===== config.mk =====
export PLATFORM = sky130hd
export DESIGN_NAME = multicycle_ctrl_flat
export DESIGN_NICKNAME = d
export VERILOG_FILES = /design/src/rtl/multicycle_ctrl_pkg.sv /design/src/rtl/multicycle_ctrl_if.sv /design/src/rtl/multicycle_ctrl_decoder.sv /design/src/rtl/multicycle_ctrl.sv /design/src/flat_wrapper.sv
export SDC_FILE = /design/constraint.sdc
export NUM_CORES = 1
export LEC_CHECK = 0
export ABC_CLOCK_PERIOD_IN_PS = 1900
export CAP_MARGIN = 5
export CORE_AREA = 4 4 56 58
export CTS_CLUSTER_DIAMETER = 200
export CTS_CLUSTER_SIZE = 12
export DETAILED_ROUTE_END_ITERATION = 6
export DIE_AREA = 0 0 60 62
export DONT_BUFFER_PORTS = 1
export PLACE_DENSITY = 0.67
export SYNTH_ARGS = -nofsm -noshare
export SYNTH_HDL_FRONTEND = slang
export SYNTH_SLANG_ARGS = --single-unit

===== constraint.sdc =====
create_clock -name clk -period 1.9 [get_ports clk]
set_clock_uncertainty 0.1 [all_clocks]
set_input_delay 0.57 -clock clk [delete_from_list [all_inputs] [get_ports clk]]
set_output_delay 0.57 -clock clk [all_outputs]
set_load 0.02 [all_outputs]

===== src/rtl/multicycle_ctrl_pkg.sv =====
// Shared types and constants for the multi-cycle sequencing controller.
// States, major opcodes, ALU/rd-select codes and the datapath control bundle.
package ctrl_pkg;

    typedef enum logic [2:0] {
        S_FETCH  = 3'd0,
        S_DECODE = 3'd1,
        S_EXEC   = 3'd2,
        S_MEM    = 3'd3,
        S_WB     = 3'd4,
        S_HALT   = 3'd5,
        S_ERR    = 3'd6
    } state_e;

    localparam logic [4:0] OPC_LOAD   = 5'b00000;
    localparam logic [4:0] OPC_OPIMM  = 5'b00100;
    localparam logic [4:0] OPC_AUIPC  = 5'b00101;
    localparam logic [4:0] OPC_STORE  = 5'b01000;
    localparam logic [4:0] OPC_R      = 5'b01100;
    localparam logic [4:0] OPC_LUI    = 5'b01101;
    localparam logic [4:0] OPC_BRANCH = 5'b11000;
    localparam logic [4:0] OPC_JALR   = 5'b11001;
    localparam logic [4:0] OPC_JAL    = 5'b11011;
    localparam logic [4:0] OPC_SYSTEM = 5'b11100;

    localparam logic [1:0] ALUOP_ADD = 2'b00;
    localparam logic [1:0] ALUOP_BR  = 2'b01;
    localparam logic [1:0] ALUOP_R   = 2'b10;
    localparam logic [1:0] ALUOP_I   = 2'b11;

    localparam logic [1:0] RDSEL_ALU = 2'b00;
    localparam logic [1:0] RDSEL_PC  = 2'b01;
    localparam logic [1:0] RDSEL_PC4 = 2'b10;
    localparam logic [1:0] RDSEL_IMM = 2'b11;

    typedef struct packed {
        logic       branch;
        logic       mem_to_reg;
        logic       alu_src;
        logic       reg_write;
        logic [1:0] alu_op;
        logic [1:0] rd_sel;
        logic       pc_gen_sel;
        logic       mem_read;
        logic       mem_write;
        logic       muldiv;
    } ctrl_bundle_t;

endpackage


===== src/rtl/multicycle_ctrl_if.sv =====
// Instruction/data memory handshake between the controller and memories.
// The controller drives requests; memories answer with ready.
interface multicycle_ctrl_if;
    logic imem_req;
    logic imem_ready;
    logic dmem_req;
    logic dmem_we;
    logic dmem_ready;

    modport master (
        output imem_req, dmem_req, dmem_we,
        input  imem_ready, dmem_ready
    );

    modport slave (
        input  imem_req, dmem_req, dmem_we,
        output imem_ready, dmem_ready
    );
endinterface


===== src/rtl/multicycle_ctrl_decoder.sv =====
// Combinational major-opcode decoder producing the control bundle.
// MULDIV_EN: R-type with funct7_0 set is flagged as multiply/divide.
module ctrl_decoder
    import ctrl_pkg::*;
(
    input  logic [4:0]   opcode,
    input  logic         funct7_0,
    output ctrl_bundle_t bundle,
    output logic         illegal,
    output logic         sys
);

`ifndef MULDIV_EN
    logic unused_f7;
    assign unused_f7 = funct7_0;
`endif

    // One-hot opcode match; anything unlisted is illegal
    always_comb begin
        bundle  = '0;
        illegal = 1'b0;
        sys     = 1'b0;
        unique case (1'b1)
            (opcode == OPC_R): begin
                bundle.reg_write = 1'b1;
                bundle.alu_op    = ALUOP_R;
`ifdef MULDIV_EN
                bundle.muldiv    = funct7_0;
`endif
            end
            (opcode == OPC_LOAD): begin
                bundle.mem_to_reg = 1'b1;
                bundle.alu_src    = 1'b1;
                bundle.reg_write  = 1'b1;
                bundle.mem_read   = 1'b1;
            end
            (opcode == OPC_STORE): begin
                bundle.alu_src   = 1'b1;
                bundle.mem_write = 1'b1;
            end
            (opcode == OPC_BRANCH): begin
                bundle.branch = 1'b1;
                bundle.alu_op = ALUOP_BR;
            end
            (opcode == OPC_OPIMM): begin
                bundle.alu_src   = 1'b1;
                bundle.reg_write = 1'b1;
                bundle.alu_op    = ALUOP_I;
            end
            (opcode == OPC_JALR): begin
                bundle.reg_write  = 1'b1;
                bundle.rd_sel     = RDSEL_PC4;
                bundle.pc_gen_sel = 1'b1;
            end
            (opcode == OPC_JAL): begin
                bundle.reg_write = 1'b1;
                bundle.rd_sel    = RDSEL_PC4;
            end
            (opcode == OPC_AUIPC): begin
                bundle.reg_write = 1'b1;
                bundle.rd_sel    = RDSEL_PC;
            end
            (opcode == OPC_LUI): begin
                bundle.reg_write = 1'b1;
                bundle.rd_sel    = RDSEL_IMM;
            end
            (opcode == OPC_SYSTEM): sys = 1'b1;
            default: illegal = 1'b1;
        endcase
    end

endmodule


===== src/rtl/multicycle_ctrl.sv =====
// FETCH/DECODE/EXEC/MEM/WB sequencer with memory watchdog and traps.
// MULDIV_EN: EXEC waits on muldiv_done for flagged R-type instructions.
module multicycle_ctrl
    import ctrl_pkg::*;
#(
    parameter int TIMEOUT = 16
) (
    input  logic              clk,
    input  logic              rst_n,
    input  logic [4:0]        opcode,
    input  logic              funct7_0,
    input  logic              muldiv_done,
    multicycle_ctrl_if.master mem,
    output logic              ir_write,
    output logic              pc_write,
    output logic              reg_write_en,
    output logic              branch,
    output logic              mem_to_reg,
    output logic              alu_src,
    output logic              pc_gen_sel,
    output logic              muldiv_start,
    output logic [1:0]        alu_op,
    output logic [1:0]        rd_sel,
    output logic              retire,
    output logic              halted,
    output logic              illegal,
    output logic              bus_err,
    output logic [2:0]        state
);

    localparam logic [2:0] ST_FETCH  = S_FETCH;
    localparam logic [2:0] ST_DECODE = S_DECODE;
    localparam logic [2:0] ST_EXEC   = S_EXEC;
    localparam logic [2:0] ST_MEM    = S_MEM;
    localparam logic [2:0] ST_WB     = S_WB;
    localparam logic [2:0] ST_HALT   = S_HALT;
    localparam logic [2:0] ST_ERR    = S_ERR;

    localparam int CW = $clog2(TIMEOUT + 1);
    localparam logic [CW-1:0] WD_LAST = CW'(TIMEOUT - 1);

    logic [2:0]   state_q, state_d;
    logic [CW-1:0] wd_cnt;
    ctrl_bundle_t dec_b, ctrl_q;
    logic         dec_ill, dec_sys;
    logic         wait_cyc, wd_hit;
    logic         in_fetch, in_decode, in_exec, in_mem, in_wb;
    logic         st_done;

    ctrl_decoder u_dec (
        .opcode   (opcode),
        .funct7_0 (funct7_0),
        .bundle   (dec_b),
        .illegal  (dec_ill),
        .sys      (dec_sys)
    );

    assign in_fetch  = (state_q == ST_FETCH);
    assign in_decode = (state_q == ST_DECODE);
    assign in_exec   = (state_q == ST_EXEC);
    assign in_mem    = (state_q == ST_MEM);
    assign in_wb     = (state_q == ST_WB);
    assign wd_hit    = (wd_cnt == WD_LAST);

    // Next state; wait_cyc marks a cycle spent waiting on a ready/done
    always_comb begin
        state_d  = state_q;
        wait_cyc = 1'b0;
        case (state_q)
            ST_FETCH: begin
                if (mem.imem_ready) begin
                    state_d = ST_DECODE;
                end else begin
                    wait_cyc = 1'b1;
                    if (wd_hit) state_d = ST_ERR;
                end
            end
            ST_DECODE: begin
                if (dec_sys)      state_d = ST_HALT;
                else if (dec_ill) state_d = ST_ERR;
                else              state_d = ST_EXEC;
            end
            ST_EXEC: begin
`ifdef MULDIV_EN
                if (ctrl_q.muldiv && !muldiv_done) begin
                    wait_cyc = 1'b1;
                    if (wd_hit) state_d = ST_ERR;
                end else
`endif
                if (ctrl_q.mem_read || ctrl_q.mem_write) state_d = ST_MEM;
                else                                     state_d = ST_WB;
            end
            ST_MEM: begin
                if (mem.dmem_ready) begin
                    state_d = ctrl_q.mem_read ? ST_WB : ST_FETCH;
                end else begin
                    wait_cyc = 1'b1;
                    if (wd_hit) state_d = ST_ERR;
                end
            end
            ST_WB:   state_d = ST_FETCH;
            ST_HALT: state_d = ST_HALT;
            ST_ERR:  state_d = ST_ERR;
            default: state_d = ST_ERR;
        endcase
    end

    // State register
    always_ff @(posedge clk or negedge rst_n) begin
        if (!rst_n) state_q <= ST_FETCH;
        else        state_q <= state_d;
    end

    // Watchdog restarts on every state change, counts wait cycles
    always_ff @(posedge clk or negedge rst_n) begin
        if (!rst_n)                  wd_cnt <= '0;
        else if (state_d != state_q) wd_cnt <= '0;
        else if (wait_cyc)           wd_cnt <= wd_cnt + CW'(1);
    end

    // Bundle captured once in DECODE and held until the next DECODE
    always_ff @(posedge clk or negedge rst_n) begin
        if (!rst_n)         ctrl_q <= '0;
        else if (in_decode) ctrl_q <= dec_b;
    end

    // Sticky status, cleared only by reset
    always_ff @(posedge clk or negedge rst_n) begin
        if (!rst_n) begin
            halted  <= 1'b0;
            illegal <= 1'b0;
            bus_err <= 1'b0;
        end else begin
            if (in_decode && dec_sys) halted  <= 1'b1;
            if (in_decode && dec_ill) illegal <= 1'b1;
            if (wait_cyc && wd_hit)   bus_err <= 1'b1;
        end
    end

    // Strobes also drop while rst_n is low since FETCH is the reset state
    assign st_done      = in_mem && ctrl_q.mem_write && mem.dmem_ready;
    assign mem.imem_req = rst_n && in_fetch;
    assign ir_write     = rst_n && in_fetch && mem.imem_ready;
    assign mem.dmem_req = rst_n && in_mem;
    assign mem.dmem_we  = rst_n && in_mem && ctrl_q.mem_write;
    assign pc_write     = rst_n && (in_wb || st_done);
    assign retire       = rst_n && (in_wb || st_done);
    assign reg_write_en = rst_n && in_wb && ctrl_q.reg_write;

`ifdef MULDIV_EN
    assign muldiv_start = rst_n && in_exec && ctrl_q.muldiv
                          && (wd_cnt == '0);
`else
    logic unused_md;
    assign unused_md    = muldiv_done ^ ctrl_q.muldiv ^ in_exec;
    assign muldiv_start = 1'b0;
`endif

    assign branch     = ctrl_q.branch;
    assign mem_to_reg = ctrl_q.mem_to_reg;
    assign alu_src    = ctrl_q.alu_src;
    assign pc_gen_sel = ctrl_q.pc_gen_sel;
    assign alu_op     = ctrl_q.alu_op;
    assign rd_sel     = ctrl_q.rd_sel;
    assign state      = state_q;

endmodule

===== src/flat_wrapper.sv =====
// flat-port wrapper written by rule: the top's interface ports become plain ports
module multicycle_ctrl_flat import ctrl_pkg::*;
#(
    parameter int TIMEOUT = 16
)
  (clk, rst_n, opcode, funct7_0, muldiv_done, ir_write, pc_write, reg_write_en, branch, mem_to_reg, alu_src, pc_gen_sel, muldiv_start, alu_op, rd_sel, retire, halted, illegal, bus_err, state, mem_imem_req, mem_dmem_req, mem_dmem_we, mem_imem_ready, mem_dmem_ready);
  multicycle_ctrl_if mem_i ();
  input  logic clk;
  input  logic rst_n;
  input  logic [4:0] opcode;
  input  logic funct7_0;
  input  logic muldiv_done;
  output logic ir_write;
  output logic pc_write;
  output logic reg_write_en;
  output logic branch;
  output logic mem_to_reg;
  output logic alu_src;
  output logic pc_gen_sel;
  output logic muldiv_start;
  output logic [1:0] alu_op;
  output logic [1:0] rd_sel;
  output logic retire;
  output logic halted;
  output logic illegal;
  output logic bus_err;
  output logic [2:0] state;
  output wire logic [$bits(mem_i.imem_req)-1:0] mem_imem_req;
  output wire logic [$bits(mem_i.dmem_req)-1:0] mem_dmem_req;
  output wire logic [$bits(mem_i.dmem_we)-1:0] mem_dmem_we;
  input wire logic [$bits(mem_i.imem_ready)-1:0] mem_imem_ready;
  input wire logic [$bits(mem_i.dmem_ready)-1:0] mem_dmem_ready;
  assign mem_imem_req = mem_i.imem_req;
  assign mem_dmem_req = mem_i.dmem_req;
  assign mem_dmem_we = mem_i.dmem_we;
  assign mem_i.imem_ready = mem_imem_ready;
  assign mem_i.dmem_ready = mem_dmem_ready;
  multicycle_ctrl #(.TIMEOUT(TIMEOUT)) u_core (.clk(clk), .rst_n(rst_n), .opcode(opcode), .funct7_0(funct7_0), .muldiv_done(muldiv_done), .mem(mem_i), .ir_write(ir_write), .pc_write(pc_write), .reg_write_en(reg_write_en), .branch(branch), .mem_to_reg(mem_to_reg), .alu_src(alu_src), .pc_gen_sel(pc_gen_sel), .muldiv_start(muldiv_start), .alu_op(alu_op), .rd_sel(rd_sel), .retire(retire), .halted(halted), .illegal(illegal), .bus_err(bus_err), .state(state));
endmodule

==> run metrics <==
Most used DFF post-synth dfrtp_1; DR iter-0 viols 83; critical path type flop to output pin; most frequent cells in the layout buf_4, dfrtp_1, nand2_1; P_leak 0.7341 nW; achievable frequency 0.4854 GHz; pin count of the biggest net entering global routing 25; Post-Layout Cell Count 204; Metal-1 WL 1404 um; EDFF count, synth 0; CP Max Fanout 5; FF+latch count, synth 21; DRC viols 0; Clk Latency, worst-skew pair 0.30 ns; Largest register FFs 5; Post-Syn Nets 166; Max-Slew Margin vs Limit 38.78%; Max-Cap Viols 0; mapped cell area 1380 um^2; antenna diode count 0; antenna-violating nets left 0; CP bufs+invs 1; r2r setup slk -0.14 ns; Avg Cell Area, Syn 9.020 um^2; Hold Vio Cnt, Final 0; Routed WL per cell 17.37 um; clock slew at reported path FFs 0.12 ns; cell row count 19; Final #Nets 187; Worst EP required 1.23 ns; Final period util 108.4%; length of routed met2 wiring 1890 um; CTS tree done; Die Y-Extent 62 um; Max Used Layer met4; Tot Pwr 0.002309 W; met3 wire length 172 um; RSZ-0062 raised after global routing true; Placed Instances 187; Total Routed Length 3544 um; Hold Startpoint opcode[4]; die area 3720 um^2; final instance area 1799 um^2; Worst Path Arrival 1.39 ns; hold path depth 1; Die W 60 um; hold crit path type input port to flop; Syn Inst Count 153; Placement Cell Area 1515 um^2; Overall Global Routing Usage 19.83%; outcome finished, violations left; worst r2r src u_core.state[0]; I/O pin cnt 33; layout cell share with drive strength beyond 1 40.46%; via density per instance 6.127; worst setup margin -0.1602 ns; ys async rst share 100.0%; vias in the first global route 1212; first-pass GRT wire length 5540 um; Initial Util 51.83%; r2r worst-path depth 6; failing checks setup timing; commonest non-fill, non-tap cell in the layout buf_4; area growth from synthesis to layout 30.37%; kind of end point of the critical path output pin; root buf cell clkbuf_4; dpl hpwl 2332 um; Remaining Overflow, GRT 0; VDD IR-drop max 0.0009270 V; crit-path leading delay family flip-flops; post-synthesis sequential area ratio 38.08%; CTS Buffer Depth 2; fin. max-slew vios 0; # setup viols final 11; P per Cell Area 1283 nW/um^2; CORE AREA 2663 um^2; H-tree level count 1; Min-Delay Endpoint u_core.rd_sel[0]; warnings from Yosys 0; Setup crit start kind flop; Clock Sinks 21; capture point of the worst reg-to-reg path u_core.wd_cnt[2]; library cells used by synthesis 50; antenna violations before repair 0; CP max stage delay 0.45 ns; port bufs 0; CTS buffer count 3; first drt pass iteration count 4; crit path time final 2.060 ns; Crit path depth 4; Final Wtd Congestion 0.9027; Most flops, register u_core.wd_cnt; Least-Margin Pin Slew 0.9153 ns; CP max-delay cell dfrtp_2; worst-path cell chain nand3_2, nand3b_1, a21boi_4, buf_12; vias 1250
metrics by stage:
step	util (%)	setup TNS (ns)	hold slack [ns]	setup WS, ns
after floorplan	-	-0.2849	0.1744	-0.08207
after global placement	56.91	-0.2052	0.1749	-0.05046
after detailed placement	56.91	-0.6718	0.1749	-0.1404
after CTS	63.44	-0.7991	-0.1757	-0.1477
after global routing	67.58	-1.816	0.2381	-0.2369
final	67.58	-1.090	0.2527	-0.1602
timing repair:
action	in CTS	in global routing
setup buffers	6	6
hold endpoints to repair	21	21
setup endpoints to repair	12	17
gates resized for setup	16	12
pin swaps	10	10
layout make-up:
class / count / area, um^2
clock buffers: 3 / 22.52
well taps: 31 / 38.79
flip-flops and latches: 21 / 529.3
repair buffers: 33 / 274.0
fillers: 214 / 863.3
inverters: 5 / 21.27
multi-input cells: 110 / 905.9
clock inverters: 1 / 7.507
worst reg2reg max path: cells and delay by family (launching register included):
| kind | cells | cell delay [ns] |
|---|---|---|
| AO/OA/AOI/OAI | 1 | 0.31 |
| flip-flops | 1 | 0.48 |
| XOR/XNOR | 1 | 0.15 |
| buffers and inverters | 2 | 0.30 |
| AND/OR/NAND/NOR | 2 | 0.64 |
how the worst max path moves through the flow:
stage | endpoint | start
2_1_floorplan | retire | u_core.state[1]
3_3_place_gp | u_core.wd_cnt[1] | u_core.wd_cnt[1]
3_5_place_dp | u_core.wd_cnt[3] | u_core.wd_cnt[1]
4_1_cts | retire | u_core.state[0]
5_1_grt | pc_write | u_core.state[0]
6_report | retire | u_core.state[0]
per-layer routing:
metal | vias to the layer above | GRT usage, %
met3 | 6 | 4.132
li1 | 592 | -
met1 | 617 | 24.12
met5 | - | 0
met2 | 35 | 34.26
met4 | 0 | 8.228
synth_stat cells, types with 2 or more instances:
| cell | number | share of area (%) |
|---|---|---|
| mux2i_1 | 2 | 1.5 |
| and3_1 | 2 | 0.91 |
| nand3b_1 | 2 | 1.1 |
| or3_1 | 2 | 0.91 |
| ha_1 | 2 | 1.8 |
| a2111o_1 | 2 | 1.6 |
| o31ai_1 | 2 | 1.1 |
| buf_2 | 3 | 1.1 |
| o21bai_1 | 3 | 1.6 |
| a21oi_1 | 2 | 0.73 |
| xnor2_1 | 3 | 1.9 |
| clkbuf_1 | 4 | 1.1 |
| nand2b_1 | 3 | 1.4 |
| dfrtp_1 | 21 | 38 |
| or3b_1 | 2 | 1.3 |
| nand2_1 | 15 | 4.1 |
| o21ai_0 | 11 | 4.0 |
| inv_1 | 5 | 1.4 |
| nor4_1 | 5 | 2.3 |
| nor2_1 | 13 | 3.5 |
| nor2b_1 | 2 | 0.91 |
| buf_4 | 9 | 4.9 |
| a22o_1 | 3 | 1.9 |
| nand3_1 | 4 | 1.5 |
| a21boi_0 | 2 | 1.1 |
| a211oi_1 | 5 | 2.7 |
cell families after synthesis:
logic type / Yosys count / share of synthesized area (%)
XOR/XNOR: 3 / 1.904
AND/OR/NAND/NOR: 59 / 23.93
other: 1 / 0.2717
multiplexers: 3 / 2.267
buffers and inverters: 22 / 9.247
adder cells (fa/ha/maj): 2 / 1.813
AO/OA/AOI/OAI: 42 / 22.49
flip-flops: 21 / 38.08
power by group:
part / switching, W / internal (W) / total, W
Clock: 0.000135 / 0.0000803 / 0.000215
Sequential: 0.000181 / 0.000562 / 0.000744
Combinational: 0.000750 / 0.000601 / 0.00135
Power figures use the tool's default switching activity.
